## config.mk

```make
export PLATFORM = sky130hd
export DESIGN_NAME = mem_block_initiator
export DESIGN_NICKNAME = d
export VERILOG_FILES = /design/src/rtl/mem_block_initiator.sv
export SDC_FILE = /design/constraint.sdc
export NUM_CORES = 1
export LEC_CHECK = 0
export CAP_MARGIN = 40
export CORE_MARGIN = 2
export CORE_UTILIZATION = 35
export CTS_CLUSTER_DIAMETER = 40
export DETAILED_ROUTE_END_ITERATION = 8
export HOLD_SLACK_MARGIN = 0.08
export PLACE_DENSITY = 0.66
export REMOVE_ABC_BUFFERS = 1
export SYNTH_ARGS = -nofsm -noshare
export SYNTH_HDL_FRONTEND = slang
export SYNTH_SLANG_ARGS = --single-unit
```

## constraint.sdc

```tcl
create_clock -name clk -period 5.2 [get_ports clk]
set_clock_uncertainty 0.2 [all_clocks]
set_input_delay 0.78 -clock clk [delete_from_list [all_inputs] [get_ports clk]]
set_output_delay 0.78 -clock clk [all_outputs]
set_load 0.03 [all_outputs]
```

## src/rtl/mem_block_initiator.sv

```systemverilog
// Request-side controller for a byte-addressed 16-bit memory: single-word writes and BLOCK_WORDS-word block fills.
// Optional `MEM_BLOCK_CRITICAL_WORD_EN: start each fill at the requested word and wrap around the block.
module mem_block_initiator #(
    parameter int ADDR_WIDTH  = 16,
    parameter int BLOCK_WORDS = 8,
    parameter int MEM_LATENCY = 0,
    localparam int IDX_W      = $clog2(BLOCK_WORDS)
) (
    input  logic                  clk,
    input  logic                  rst,
    input  logic                  req_valid_i,
    output logic                  req_ready_o,
    input  logic                  req_wr_i,
    input  logic [ADDR_WIDTH-1:0] req_addr_i,
    input  logic [15:0]           req_wdata_i,
    output logic [ADDR_WIDTH-1:0] mem_addr_o,
    output logic                  mem_enable_o,
    output logic                  mem_wr_o,
    output logic [15:0]           mem_wdata_o,
    input  logic [15:0]           mem_rdata_i,
    output logic                  fill_valid_o,
    output logic [IDX_W-1:0]      fill_idx_o,
    output logic [15:0]           fill_data_o,
    output logic                  done_o
);

    localparam int HOLD_W = (MEM_LATENCY > 0) ? $clog2(MEM_LATENCY + 1) : 1;

    typedef enum logic [1:0] {IDLE, WRITE, READ, DONE} state_t;

    state_t                  state_q, state_d;
    logic [ADDR_WIDTH-1:0]   addr_q, addr_d;
    logic [15:0]             wdata_q, wdata_d;
    logic [IDX_W-1:0]        w_q, w_d;
    logic [IDX_W-1:0]        cnt_q, cnt_d;
    logic [HOLD_W-1:0]       hold_q, hold_d;
    logic                    fill_valid_q, fill_valid_d;
    logic [IDX_W-1:0]        fill_idx_q, fill_idx_d;
    logic [15:0]             fill_data_q, fill_data_d;
    logic [IDX_W-1:0]        start_idx;
    logic [ADDR_WIDTH-1:0]   rd_addr;

`ifdef MEM_BLOCK_CRITICAL_WORD_EN
    assign start_idx = req_addr_i[IDX_W:1];
`else
    assign start_idx = '0;
`endif

    // Read address: block base from the latched address, word field from the wrapping index.
    genvar gi;
    generate
        for (gi = 0; gi < ADDR_WIDTH; gi++) begin : g_rd_addr
            if (gi == 0) begin : g_lsb
                assign rd_addr[gi] = 1'b0;
            end else if (gi <= IDX_W) begin : g_idx
                assign rd_addr[gi] = w_q[gi-1];
            end else begin : g_base
                assign rd_addr[gi] = addr_q[gi];
            end
        end
    endgenerate

    always_ff @(posedge clk or posedge rst) begin
        if (rst) begin
            state_q <= IDLE;
        end else begin
            state_q <= state_d;
        end
    end

    always_ff @(posedge clk or posedge rst) begin
        if (rst) begin
            addr_q       <= '0;
            wdata_q      <= '0;
            w_q          <= '0;
            cnt_q        <= '0;
            hold_q       <= '0;
            fill_valid_q <= 1'b0;
            fill_idx_q   <= '0;
            fill_data_q  <= '0;
        end else begin
            addr_q       <= addr_d;
            wdata_q      <= wdata_d;
            w_q          <= w_d;
            cnt_q        <= cnt_d;
            hold_q       <= hold_d;
            fill_valid_q <= fill_valid_d;
            fill_idx_q   <= fill_idx_d;
            fill_data_q  <= fill_data_d;
        end
    end

    always_comb begin
        state_d      = state_q;
        addr_d       = addr_q;
        wdata_d      = wdata_q;
        w_d          = w_q;
        cnt_d        = cnt_q;
        hold_d       = hold_q;
        fill_valid_d = 1'b0;
        fill_idx_d   = fill_idx_q;
        fill_data_d  = fill_data_q;
        req_ready_o  = 1'b0;
        mem_enable_o = 1'b0;
        mem_wr_o     = 1'b0;
        mem_addr_o   = '0;
        mem_wdata_o  = '0;
        done_o       = 1'b0;

        case (state_q)
            IDLE: begin
                req_ready_o = ~rst;
                if (req_valid_i) begin
                    addr_d  = req_addr_i & ~ADDR_WIDTH'(1);
                    wdata_d = req_wdata_i;
                    w_d     = start_idx;
                    cnt_d   = '0;
                    hold_d  = '0;
                    state_d = req_wr_i ? WRITE : READ;
                end
            end
            WRITE: begin
                mem_enable_o = 1'b1;
                mem_wr_o     = 1'b1;
                mem_addr_o   = addr_q;
                mem_wdata_o  = wdata_q;
                state_d      = DONE;
            end
            READ: begin
                mem_enable_o = 1'b1;
                mem_addr_o   = rd_addr;
                // Data is sampled only on the final cycle the address is held.
                if (hold_q == HOLD_W'(MEM_LATENCY)) begin
                    hold_d       = '0;
                    fill_valid_d = 1'b1;
                    fill_idx_d   = w_q;
                    fill_data_d  = mem_rdata_i;
                    w_d          = w_q + 1'b1;
                    cnt_d        = cnt_q + 1'b1;
                    if (cnt_q == IDX_W'(BLOCK_WORDS - 1)) begin
                        state_d = DONE;
                    end
                end else begin
                    hold_d = hold_q + 1'b1;
                end
            end
            DONE: begin
                done_o  = 1'b1;
                state_d = IDLE;
            end
            default: begin
                state_d = IDLE;
            end
        endcase
    end

    assign fill_valid_o = fill_valid_q;
    assign fill_idx_o   = fill_idx_q;
    assign fill_data_o  = fill_data_q;

endmodule
```

==> impl_metrics.json <==
{
  "clockBufferDepth": 2,
  "grt_start_max_net_pins": 60,
  "p_per_area_nw_per_um2": 690,
  "fp.dieH_microns": 93.0,
  "switching_share_pct": 37.5,
  "fin_total_pwr_mw": 2.82,
  "grt_pass1_vias": 1871,
  "reg2reg_to": "wdata_q[14]$_DFFE_PP0P_",
  "max_freq_mhz": 269,
  "slowest_delay_ns": 0.67,
  "path_cells": "inv_1 > ha_1 > o21a_1 > and2_1 > clkdlybuf4s50_1",
  "yosys.cell_types.count": 27,
  "tightestPinTransition_ns": 0.735,
  "num_antenna_cells": 0,
  "relSlewSlack_pct": 51.0,
  "drc": 0,
  "internal_power_mw": 1.76,
  "critical_path_class": "reg2out",
  "synth_top_family_by_area": "multiplexers",
  "drt_wl_total_microns": 5480,
  "cts.repair.resized": 0,
  "drt_iter0_drc": 41,
  "die_area_sq_um": 8650,
  "globalplace.congestion": 0.747,
  "clock_sink_count": 59,
  "die_x_microns": 93.0,
  "synth_compound_gate_area_share_pct": 3.56,
  "cp_max_fo": 21,
  "drive_gt1_share_pct": 23.5,
  "min-delay-start": "wdata_q[5]$_DFFE_PP0P_",
  "hold_viol": 0,
  "path_clk_slew_ns": 0.07,
  "synth_top_cell_by_area": "dfrtp_1",
  "holdPathStages": 1,
  "dp.cells": 392,
  "start_util_pct": 36.1,
  "r2r_start": "state_q[0]$_DFFE_PP0P_",
  "setup_viol": 0,
  "core.rowCount": 32,
  "htree_num_levels": 3,
  "core_sq_um": 7690,
  "cts_inserted_buffers": 9,
  "synth_top_area_share_pct": 53.2,
  "finalCritPeriodShare_pct": 71.5,
  "tns_ns": 0,
  "ys_seq_elements": 59,
  "wl_per_cell_microns": 13.4,
  "worstPathRequired_ns": 4.22,
  "syn_area_per_cell_sq_um": 14.4,
  "cp_top_family": "buffers and inverters",
  "leakagePower_nw": 1.83,
  "peakVddDrop_mv": 0.283,
  "num-nets-final": 361,
  "maxCapViolations": 0,
  "arrival_ns": 2.74,
  "postRouteAntennaNets": 0,
  "ioPinCount": 108,
  "whs_endpoint": "wdata_q[5]$_DFFE_PP0P_",
  "syn-cell-area_sq_um": 2770,
  "port_buffers": 105,
  "slew_viol_final": 0,
  "synthAdderAreaFrac_pct": 3.61,
  "power_switching_mw": 1.06,
  "cp_num_buf_inv": 2,
  "grt_pass1_wl_microns": 8980,
  "dpl.hpwl_microns": 3770,
  "grt.overflow.total": 0,
  "synth_seq_area_share_pct": 53.2,
  "synth_warnings": 0,
  "firstDrtPassIters": 4,
  "fin_cells": 408,
  "antenna_found_initial": 0,
  "pwr-share-seq_pct": 28.7,
  "clkPwrFrac_pct": 16.7,
  "fin_crit_ns": 3.72,
  "combinationalPowerShare_pct": 54.6,
  "worstSkewPairLatency_ns": 0.33,
  "crit_slowest_cell": "clkdlybuf4s50_1",
  "synthesis.instances": 193,
  "start_kind": "flip-flop",
  "dr_total_vias": 1794,
  "status": "complete, no violations",
  "synth_area_leaders": "dfrtp_1, mux2_4, mux2_2",
  "grtUsageTotal_pct": 13.4,
  "synth_mux_area_share_pct": 25.5,
  "synth_xor_area_share_pct": 0,
  "viasPerCell": 4.40,
  "cts_root_buffer": "clkbuf_8",
  "area_growth_pct": 47.5,
  "reg2reg_setup_slack_ns": 3.11,
  "ctsHoldBuffers": 0,
  "rr_worst_depth": 4,
  "cts_setup_buffers": 0,
  "cts_tree": "done",
  "critPathCaptureType": "output port",
  "yosys.area_share.simple_pct": 9.34,
  "rsz0062_at_grt": "no",
  "hp-class": "reg2reg"
}
[state kept, by name (all words and copies together) (netlist names)]
name / flops
w_q: 3
fill_data_o: 16
fill_idx_o: 3
fill_valid_o: 1
addr_q: 15
state_q: 2
cnt_q: 3
wdata_q: 16
[per-stage QoR]
stage	hold slack [ns]	instance area (sq um)	utilization [%]	worst slack (ns)
2_1_floorplan	0.271	2670	-	2.26
3_3_place_gp	0.282	3860	50.2	1.77
3_5_place_dp	0.284	3860	50.2	1.74
4_1_cts	0.307	4090	53.2	1.38
5_1_grt	0.317	4090	53.2	1.26
6_report	0.302	4090	53.2	1.48
[power by group through the flow]
stage / Sequential (mW) / Clock (mW) / Combinational [mW]
after floorplan: 0.939 / 0 / 0.875
after global placement: 0.809 / 0 / 1.55
after detailed placement: 0.817 / 0 / 1.56
after CTS: 0.814 / 0.487 / 1.57
after global routing: 0.839 / 0.511 / 1.64
final: 0.810 / 0.471 / 1.54
[worst max path at each step]
stage	start	end	slack, ns	cells past startpoint
floorplan	state_q[0]$_DFFE_PP0P_	mem_addr_o[1]	2.26	4
global placement	state_q[1]$_DFFE_PP0P_	mem_addr_o[11]	1.77	5
detailed placement	state_q[1]$_DFFE_PP0P_	mem_addr_o[11]	1.74	5
CTS	state_q[1]$_DFFE_PP0P_	mem_addr_o[15]	1.38	5
global route	state_q[1]$_DFFE_PP0P_	mem_addr_o[11]	1.26	5
finish	state_q[1]$_DFFE_PP0P_	mem_addr_o[15]	1.48	5
[layer usage]
layer | wire length (microns) | track usage (%) | share of wire, %
met1 | 2500 | 17.3 | 46
met4 | 60 | 5.88 | 1.1
met2 | 2530 | 20.8 | 46
met3 | 393 | 4.27 | 7.2
met5 | 0 | 0 | 0
[synth_stat cells]
cell type	count
buf_6	1
buf_2	1
dfrtp_1	59
o21ai_0	5
mux2_4	30
a22oi_1	1
a22o_1	4
buf_4	2
o21a_1	1
and2_1	28
nor2b_1	2
mux2_2	19
clkbuf_1	2
mux2i_1	3
buf_12	3
mux2i_2	1
nor2b_2	1
a21boi_0	2
clkbuf_2	1
nand2_1	6
inv_1	6
conb_1	1
and2b_4	1
nand2_4	1
a21oi_2	1
nand2b_1	3
ha_1	8
[cell type report]
type	count	area, sq um
clock inverter	4	72.6
sequential	59	1480
multi-input combinational	118	1170
clock buffer	12	155
inverter	6	22.5
tap	102	128
fill	669	3600
timing repair buffer	107	1070
[layout by cell type (no fill, tap or decap)]
cell type        synthesis  final
nand2b_1                 3      3
and2_1                  28     28
clkbuf_1                 2      1
nor2b_1                  2      2
and2b_4                  1      1
nand2_4                  1      1
a22oi_1                  1      1
a21boi_0                 2      2
clkbuf_8                 0     11
clkdlybuf4s50_1          0    105
a22o_1                   4      4
bufinv_16                0      2
dfrtp_1                 59     59
o21a_1                   1      1
nand2_1                  6      6
conb_1                   1      1
o21ai_0                  5      5
mux2i_2                  1      1
clkinvlp_4               0      1
nor2b_2                  1      1
mux2i_1                  3      3
buf_4                    2      2
ha_1                     8      8
mux2_4                  30     30
clkinv_2                 0      1
inv_1                    6      5
inv_2                    0      1
mux2_2                  19     19
a21oi_2                  1      1
[cells by family (layout without fill, tap and decap cells)]
group | count (synthesis) | in the layout
compound gates | 14 | 14
fa+ha+maj | 8 | 8
buf+inv | 16 | 129
flops | 59 | 59
mux | 53 | 53
other cells | 1 | 1
simple gates | 42 | 42
Note: power is estimated with default switching activity, not from simulation.
==> patch (same flow settings) <==
The option `MEM_BLOCK_CRITICAL_WORD_EN` is turned on by a define.
--- a/src/rtl/mem_block_initiator.sv
+++ b/src/rtl/mem_block_initiator.sv
@@ -1,4 +1,6 @@
 // Request-side controller for a byte-addressed 16-bit memory: single-word writes and BLOCK_WORDS-word block fills.
 // Optional `MEM_BLOCK_CRITICAL_WORD_EN: start each fill at the requested word and wrap around the block.
+`define MEM_BLOCK_CRITICAL_WORD_EN
+
 module mem_block_initiator #(
     parameter int ADDR_WIDTH  = 16,
Function: changed (Yosys sat finds a counterexample within 4 cycles, from zero or initial values and one cycle with rst high).
==> patch against the original RTL <==
Sequential cell count stayed put; first-iteration DRC count grew 15%; sequential share of layout area up 1.6 points; power decreased by 8.0%; register-to-register slack worse by 0.19 ns; area after synthesis decreased by 4.9%; critical path depth did not move; final area shrank 4.1%; critical endpoint is now mem_addr_o[5]; wire length fell by 2.2%; highest routed layer unchanged; worst setup slack better by 0.075 ns.
==> patch: results (changes against the original RTL) <==
Route
The total wirelength of the detailed-routed design is 5363 um (was 5483 um). The amount of wire on met3 after detailed routing is 357 um (was 393 um). The routed length on met2 is 2453 um (was 2529 um).

The routed length per placed instance is 13.08 um (was 13.44 um). The via count is 1868 (was 1794).

Placement
The number of cells after detailed placement was 395 (was 392). The placed standard-cell area is 0.003761 sq mm (was 0.003862 sq mm). The HPWL after detailed placement is 3763 um (was 3766 um).

The worst-case setup slack after placement is 1.785 ns (was 1.736 ns).

Power and ir drop
The cell internal power dissipation was 0.001535 W (was 0.001763 W).

Worst setup path
The worst endpoint data arrival time is 2.66 ns (was 2.74 ns).

Yosys
The share of the synthesized area in compound gates (AO/OA/AOI/OAI) is 4.461% (was 3.565%). The count of different cell masters after synthesis came to 28 (was 27). Main area contributors after synthesis: sky130_fd_sc_hd__dfrtp_1 (56%), sky130_fd_sc_hd__mux2_1 (18%), sky130_fd_sc_hd__and2_1 (6.6%) (was sky130_fd_sc_hd__dfrtp_1 (53%), sky130_fd_sc_hd__mux2_4 (16%), sky130_fd_sc_hd__mux2_2 (7.7%)). The share of synthesized area spent on multiplexers is 22.45% (was 25.54%).

The adder and majority cell fraction of the synthesized area is 3.797% (was 3.610%). The sequential element share of the synthesized area came to 56.00% (was 53.25%). Leading post-synthesis cells by instance count: sky130_fd_sc_hd__dfrtp_1 (59), sky130_fd_sc_hd__mux2_1 (43), sky130_fd_sc_hd__and2_1 (28) (was sky130_fd_sc_hd__dfrtp_1 (59), sky130_fd_sc_hd__mux2_4 (30), sky130_fd_sc_hd__and2_1 (28)).

Global route
The overall global routing resource usage came to 13.91% (was 13.41%). The met3 usage in global routing is 4.174% (was 4.271%). The met2 capacity usage during global routing is 21.77% (was 20.77%). The global-route track usage on met1 is 17.87% (was 17.27%).

Final layout
The share of layout cells above drive strength 1 is 7.074% (was 23.53%). The fill cell total of the finished layout was 685 (was 669).

Outcome
Outcome: finished clean (unchanged).
patch: final timing paths:
path	start	endpoint	slack, ns	cells past startpoint
setup / recovery	state_q[1]$_DFFE_PP0P_	mem_addr_o[5]	1.56	5
max in group asynchronous	rst	w_q[0]$_DFFE_PP0P_	3.47	3
hold reg to reg	wdata_q[0]$_DFFE_PP0P_	wdata_q[0]$_DFFE_PP0P_	0.28	1
setup reg to reg	state_q[0]$_DFFE_PP0P_	addr_q[11]$_DFFE_PP0P_	2.92	4
min in group asynchronous	rst	wdata_q[4]$_DFFE_PP0P_	0.80	3
hold / removal	wdata_q[0]$_DFFE_PP0P_	wdata_q[0]$_DFFE_PP0P_	0.28	1
patch: cell type report:
class,instances,area [sq um],share of cell area (%)
multi-input combinational,123,1069,27.25
sequential,59,1476,37.65
timing repair buffer,107,1066,27.19
inverter,7,26.28,0.6701
clock inverter,3,15.01,0.3829
clock buffer,12,145.1,3.701
tap,99,123.9,3.159
